`src/rtl/prod_to_bcd_pkg.sv`:
```
// rtl/prod_to_bcd_pkg.sv - shared types and constants for the binary-to-BCD converter
package prod_to_bcd_pkg;

    typedef enum logic [1:0] {
        IDLE = 2'd0,
        CONV = 2'd1,
        DONE = 2'd2
    } state_t;

    localparam int         BCD_W       = 4;
    localparam logic [3:0] BLANK_CODE  = 4'hF;
    localparam logic [3:0] ADD3_THRESH = 4'd5;

endpackage

```
`src/rtl/prod_to_bcd_bcd_add3.sv`:
```
// rtl/prod_to_bcd_bcd_add3.sv - one BCD digit pre-shift correction (add 3 when >= 5)
module bcd_add3
    import prod_to_bcd_pkg::*;
(
    input  logic [BCD_W-1:0] din,
    output logic [BCD_W-1:0] dout
);

    assign dout = (din >= ADD3_THRESH) ? din + BCD_W'(3) : din;

endmodule

```
`src/rtl/prod_to_bcd.sv`:
```
// rtl/prod_to_bcd.sv - sequential double-dabble binary-to-BCD converter; PROD_TO_BCD_LZB_EN enables leading-zero blanking
module prod_to_bcd
    import prod_to_bcd_pkg::*;
#(
    parameter int IN_W   = 8,
    parameter int DIGITS = 3
) (
    input  logic            clk,
    input  logic            reset,
    input  logic            start,
    input  logic [IN_W-1:0] bin,
    output logic [3:0]      hund,
    output logic [3:0]      tens,
    output logic [3:0]      ones,
    output logic            busy,
    output logic            done
);

    localparam int ACC_W = DIGITS * BCD_W;
    localparam int CNT_W = $clog2(IN_W + 1);

    state_t               state;
    logic [IN_W-1:0]      sr;
    logic [ACC_W-1:0]     acc;
    logic [ACC_W-1:0]     acc_adj;
    logic [CNT_W-1:0]     cnt;
    logic [ACC_W+IN_W-1:0] shifted;
    logic [3:0]           h_new;
    logic [3:0]           t_new;
    logic [3:0]           o_new;
    logic [3:0]           h_out;
    logic [3:0]           t_out;

    for (genvar g = 0; g < DIGITS; g++) begin : g_add3
        bcd_add3 u_add3 (
            .din  (acc[g*BCD_W +: BCD_W]),
            .dout (acc_adj[g*BCD_W +: BCD_W])
        );
    end

    assign shifted = {acc_adj, sr} << 1;

    // Digits as they will be after the final shift, so outputs load in the same edge
    assign h_new = shifted[IN_W + 2*BCD_W +: BCD_W];
    assign t_new = shifted[IN_W + BCD_W   +: BCD_W];
    assign o_new = shifted[IN_W           +: BCD_W];

    always_comb begin
        h_out = h_new;
        t_out = t_new;
`ifdef PROD_TO_BCD_LZB_EN
        if (h_new == 4'd0) begin
            h_out = BLANK_CODE;
            if (t_new == 4'd0) begin
                t_out = BLANK_CODE;
            end
        end
`endif
    end

    always_ff @(posedge clk or negedge reset) begin
        if (!reset) begin
            state <= IDLE;
            sr    <= '0;
            acc   <= '0;
            cnt   <= '0;
            hund  <= '0;
            tens  <= '0;
            ones  <= '0;
            busy  <= 1'b0;
            done  <= 1'b0;
        end else begin
            case (state)
                IDLE: begin
                    done <= 1'b0;
                    if (start) begin
                        sr    <= bin;
                        acc   <= '0;
                        cnt   <= CNT_W'(IN_W);
                        busy  <= 1'b1;
                        state <= CONV;
                    end
                end
                CONV: begin
                    acc <= shifted[ACC_W+IN_W-1:IN_W];
                    sr  <= shifted[IN_W-1:0];
                    cnt <= cnt - CNT_W'(1);
                    if (cnt == CNT_W'(1)) begin
                        hund  <= h_out;
                        tens  <= t_out;
                        ones  <= o_new;
                        busy  <= 1'b0;
                        done  <= 1'b1;
                        state <= DONE;
                    end
                end
                DONE: begin
                    done  <= 1'b0;
                    state <= IDLE;
                end
                default: begin
                    busy  <= 1'b0;
                    done  <= 1'b0;
                    state <= IDLE;
                end
            endcase
        end
    end

endmodule

```
`config.mk`:
```
export PLATFORM = sky130hd
export DESIGN_NAME = prod_to_bcd
export DESIGN_NICKNAME = d
export VERILOG_FILES = /design/src/rtl/prod_to_bcd_pkg.sv /design/src/rtl/prod_to_bcd_bcd_add3.sv /design/src/rtl/prod_to_bcd.sv
export SDC_FILE = /design/constraint.sdc
export NUM_CORES = 1
export LEC_CHECK = 0
export CORE_ASPECT_RATIO = 0.8
export CORE_MARGIN = 3
export CORE_UTILIZATION = 35
export CTS_CLUSTER_SIZE = 20
export DETAILED_ROUTE_END_ITERATION = 8
export PLACE_DENSITY = 0.59
export REMOVE_ABC_BUFFERS = 1
export SLEW_MARGIN = 20
export SYNTH_ARGS = -nofsm -noshare
export SYNTH_HDL_FRONTEND = slang
export SYNTH_HIERARCHICAL = 1
export SYNTH_SLANG_ARGS = --single-unit
```
`constraint.sdc`:
```
create_clock -name clk -period 3.2 [get_ports clk]
set_input_delay 0.96 -clock clk [delete_from_list [all_inputs] [get_ports clk]]
set_output_delay 0.96 -clock clk [all_outputs]
set_load 0.005 [all_outputs]
```
### Word-level counts from Yosys, hierarchy flattened

Cells that the tools add are included.

* add/sub/neg operators: 4
* order comparisons: 3
* eq/ne operators: 5
* multiplexer cells: 17
* bitwise gates (word level): 1
* reductions and logical operators: 6

Operator list (number)
* $pmux W12 S2: 1
* $pmux W8 S2: 1
* $ge A4 B3 Y1 const B: 3
* $mux W12: 1
* $mux W4: 3
* $add A4 B2 Y4 const B: 2
* $mux W8: 1
* $pmux W4 S2: 1
* $reduce_and A2 Y1: 3
* $eq A4 B1 Y1 const B: 1
* $mux W1: 4
* $mux W2: 2
* $ne A2 B2 Y1 const B: 2
* $pmux W2 S2: 1
* $sub A4 B1 Y4 const B: 1
* $add A3 B2 Y3 const B: 1
* $mux W3: 1
* $pmux W1 S3: 1
* $reduce_and A3 Y1: 1
* $eq A2 B1 Y1 const B: 1
* $eq A2 B2 Y1 const B: 1
* $logic_not A2 Y1: 1
* $reduce_bool A2 Y1: 1
* $not A1 Y1: 1

* flip-flop bits (word level): 40
* output and inout port bits: 14
* logic and storage cells: 45

### Logic depth before layout (Yosys ltp)

* word-level depth: 3
* mapped depth: 6
* gate-level depth less buffers: 6

### Cells and area by module

The synthesis kept the hierarchy.

By module, submodules not included
* prod_to_bcd: times used 1, cells an instance 123, area each 1641.6 sq um, sequential area each 1001.0 sq um
* bcd_add3: times used 3, cells an instance 16, area each 101.3 sq um, sequential area each 0.0 sq um

### Worst setup path after synthesis

Ideal clock, no wire load.

* path kind: input to register
* start point: input start
* end point: register cnt[3]
* setup time: 123 ps
* data arrival time: 1587 ps
* data required time: 3077 ps
* path slack: 1490 ps
* stages: 4
* buffers on the path: 1
* cells stage by stage: o21bai_1 -> clkbuf_1 -> a211o_1 -> nand2_1

* longest elaborated chain between the ends: 2

Ends and longest elaborated chain
* start: declaration: RTL line prod_to_bcd.sv:10 `input logic start,`
* $ne A2 B2 Y1 (no source line)
* $reduce_and A2 Y1 (no source line)
* end signal: assignment: RTL line prod_to_bcd.sv:79 `cnt <= CNT_W'(IN_W);`
* end signal: assignment: RTL line prod_to_bcd.sv:87 `cnt <= cnt - CNT_W'(1);`
* end: declaration: RTL line prod_to_bcd.sv:26 `logic [CNT_W-1:0] cnt;`

No other way between the ends.
A chain may end at the register's enable or synchronous reset.

### Worst setup path in the final report

* start point: input start
* end point: register acc[5]

* longest elaborated chain between the ends: 2

Ends and longest elaborated chain
* $ne A2 B2 Y1 (no source line)
* $reduce_and A2 Y1 (no source line)
* end signal: assignment: RTL line prod_to_bcd.sv:85 `acc <= shifted[ACC_W+IN_W-1:IN_W];`
* end: declaration: RTL line prod_to_bcd.sv:24 `logic [ACC_W-1:0] acc;`

No other way between the ends.

==> flow_summary_export.csv <==
group,metric,value,unit
run_status,status,"completed",
sta,maxSlewHeadroom,0.410,
sta,period_needed,2250,ps
synth,syn_inst,167,
sta,clock_skew,3.30,ps
floorplanning,die_w,88.9,um
route,wire_per_inst,13.9,um
route,drt_iter0_drc,48,
grt,grt_max_degree,41,
synth,syn-cell-area,1930,um^2
grt,grt_pass1_wl,6280,um
placement,routabilityCongestion,0.821,
clock_tree,clock_latency,290,ps
grt,grt_antenna_before_repair,0,
min_path,hold_class,"register to register",
sta,setup_tns,0,ps
floorplanning,dieArea,6430,um^2
min_path,min_to,"sr[4]$_DFFE_PN0P_",
route,vias_per_cell,5.00,
sta,setup_violations,0,
setup_path,crit_type,"primary input to register",
placement,port-buffer-count,24,
synth,avgSynthCellArea,11.5,um^2
clock_tree,cts.sinks,40,
sta,period_share,0.703,
cells_and_area,most-common-layout-cells,"dfrtp_1 (40), clkdlybuf4s50_1 (23), nand2_1 (21), o21ai_0 (14), a22o_1 (12)",
setup_path,rr_startpoint,"cnt[1]$_DFFE_PN0P_",
floorplanning,rows,23,
floorplanning,start_util,0.374,
setup_path,crit_arrival,2480,ps
clock_tree,path_clk_slew,70,ps
clock_tree,htree_num_levels,2,
power_and_ir_drop,powerDensity,1020,nW/um^2
sta,final_max_slew_viol_count,0,
route,firstDrtPassIters,4,
grt,track_usage,0.126,
cells_and_area,diodes,0,
placement,dpl.hpwl,2540,um
sta,tightest_slew,884,ps
floorplanning,die_h,72.3,um
flow_run,cap_violations,0,
route,vias,1284,
route,ant_nets,0,
cells_and_area,final_common_cell,"dfrtp_1",
clock_tree,cts-root-buf,"clkbuf_8",
setup_path,r2r_slack,1510,ps
grt,grt_pass1_vias,1313,
sta,hold_violations,0,
power_and_ir_drop,leakage,1.12,nW
floorplanning,ioPinCount,25,
setup_path,required,3430,ps
setup_path,path_max_fanout,21,
clock_tree,post-cts-setup-buffers,0,
setup_path,r2r-end,"tens[1]$_DFFE_PN0P_",
clock_tree,clock_path_buffers,2,
setup_path,startpoint_type,"primary input",
min_path,hp-start,"sr[4]$_DFFE_PN0P_",
setup_path,ff2ff_path_depth,5,
min_path,hold_path_depth,2,
route,wirelength,3570,um
sta,max_freq,445,MHz
power_and_ir_drop,vdd_drop_max,497,uV
cells_and_area,area_growth,20.2,%
setup_path,end_kind,"register",
clock_tree,ctsResizeCount,0,
floorplanning,core-area,5150,um^2
cells_and_area,final_net_count,213,
clock_tree,cts_tree,"yes",
route,drc,0,
clock_tree,ctsHoldBuffers,0,
grt,overflow,0,
sta,rsz0062_at_grt,"false",
clock_tree,numCtsBuffers,5,
cells_and_area,drive_gt1_frac,0.149,
synth,yosysWarnings,6,
power_and_ir_drop,power,0.00237,W
-- worst max path at each step --
stage / start / endpoint / slack [ps] / depth (start not counted)
after floorplan: start / sr[1]$_DFFE_PN0P_ / 840 / 2
after global placement: start / sr[7]$_DFFE_PN0P_ / 700 / 5
after detailed placement: start / sr[7]$_DFFE_PN0P_ / 660 / 5
after CTS: start / acc[8]$_DFFE_PN0P_ / 960 / 4
after global routing: start / sr[7]$_DFFE_PN0P_ / 800 / 5
final: start / acc[5]$_DFFE_PN0P_ / 950 / 4
-- layer usage --
metal / GRT usage / up-vias / part of all wire
met3: 0.0352 / 4 / 0.045
met4: 0.0347 / 0 / 0.0098
met2: 0.189 / 27 / 0.47
met5: 0 / - / 0
met1: 0.179 / 629 / 0.48
li1: - / 624 / -
-- critical path, stage by stage --
cell and delay (ps):
clkdlybuf4s50_1 450, o21bai_2 620, buf_4 300, a22o_1 140
-- layout make-up --
| cell class | instances | area [um^2] |
|---|---|---|
| well taps | 62 | 77.6 |
| multi-input cells | 110 | 852 |
| inverters | 11 | 41.3 |
| repair buffers | 26 | 250 |
| clock buffers | 6 | 82.6 |
| flip-flops and latches | 40 | 1000 |
| fillers | 477 | 2840 |
| clock inverters | 2 | 10.0 |
-- through the flow --
stage	setup WS [ps]	utilization	cells	hold slack, ps	cell area, um^2
floorplan	844	-	161	449	1890
global placement	701	0.431	249	468	2220
detailed placement	657	0.431	249	475	2220
CTS	962	0.449	257	492	2310
global route	799	0.449	257	521	2310
finish	951	0.449	257	487	2310
-- registers in the layout, summed over array words and instances (netlist names) --
| register | count |
|---|---|
| acc | 12 |
| sr | 8 |
| cnt | 4 |
| hund | 4 |
| ones | 4 |
| tens | 4 |
| state | 2 |
| busy | 1 |
| done | 1 |
-- where the power goes --
part           internal, W  leakage [nW]  switching (W)  total [W]
registers         0.000735         0.502       0.000184   0.000919
clock network     0.000172        0.0510       0.000172   0.000344
logic             0.000614         0.563       0.000488    0.00110
total              0.00152          1.12       0.000845    0.00237
(Power assumes the default switching activity.)
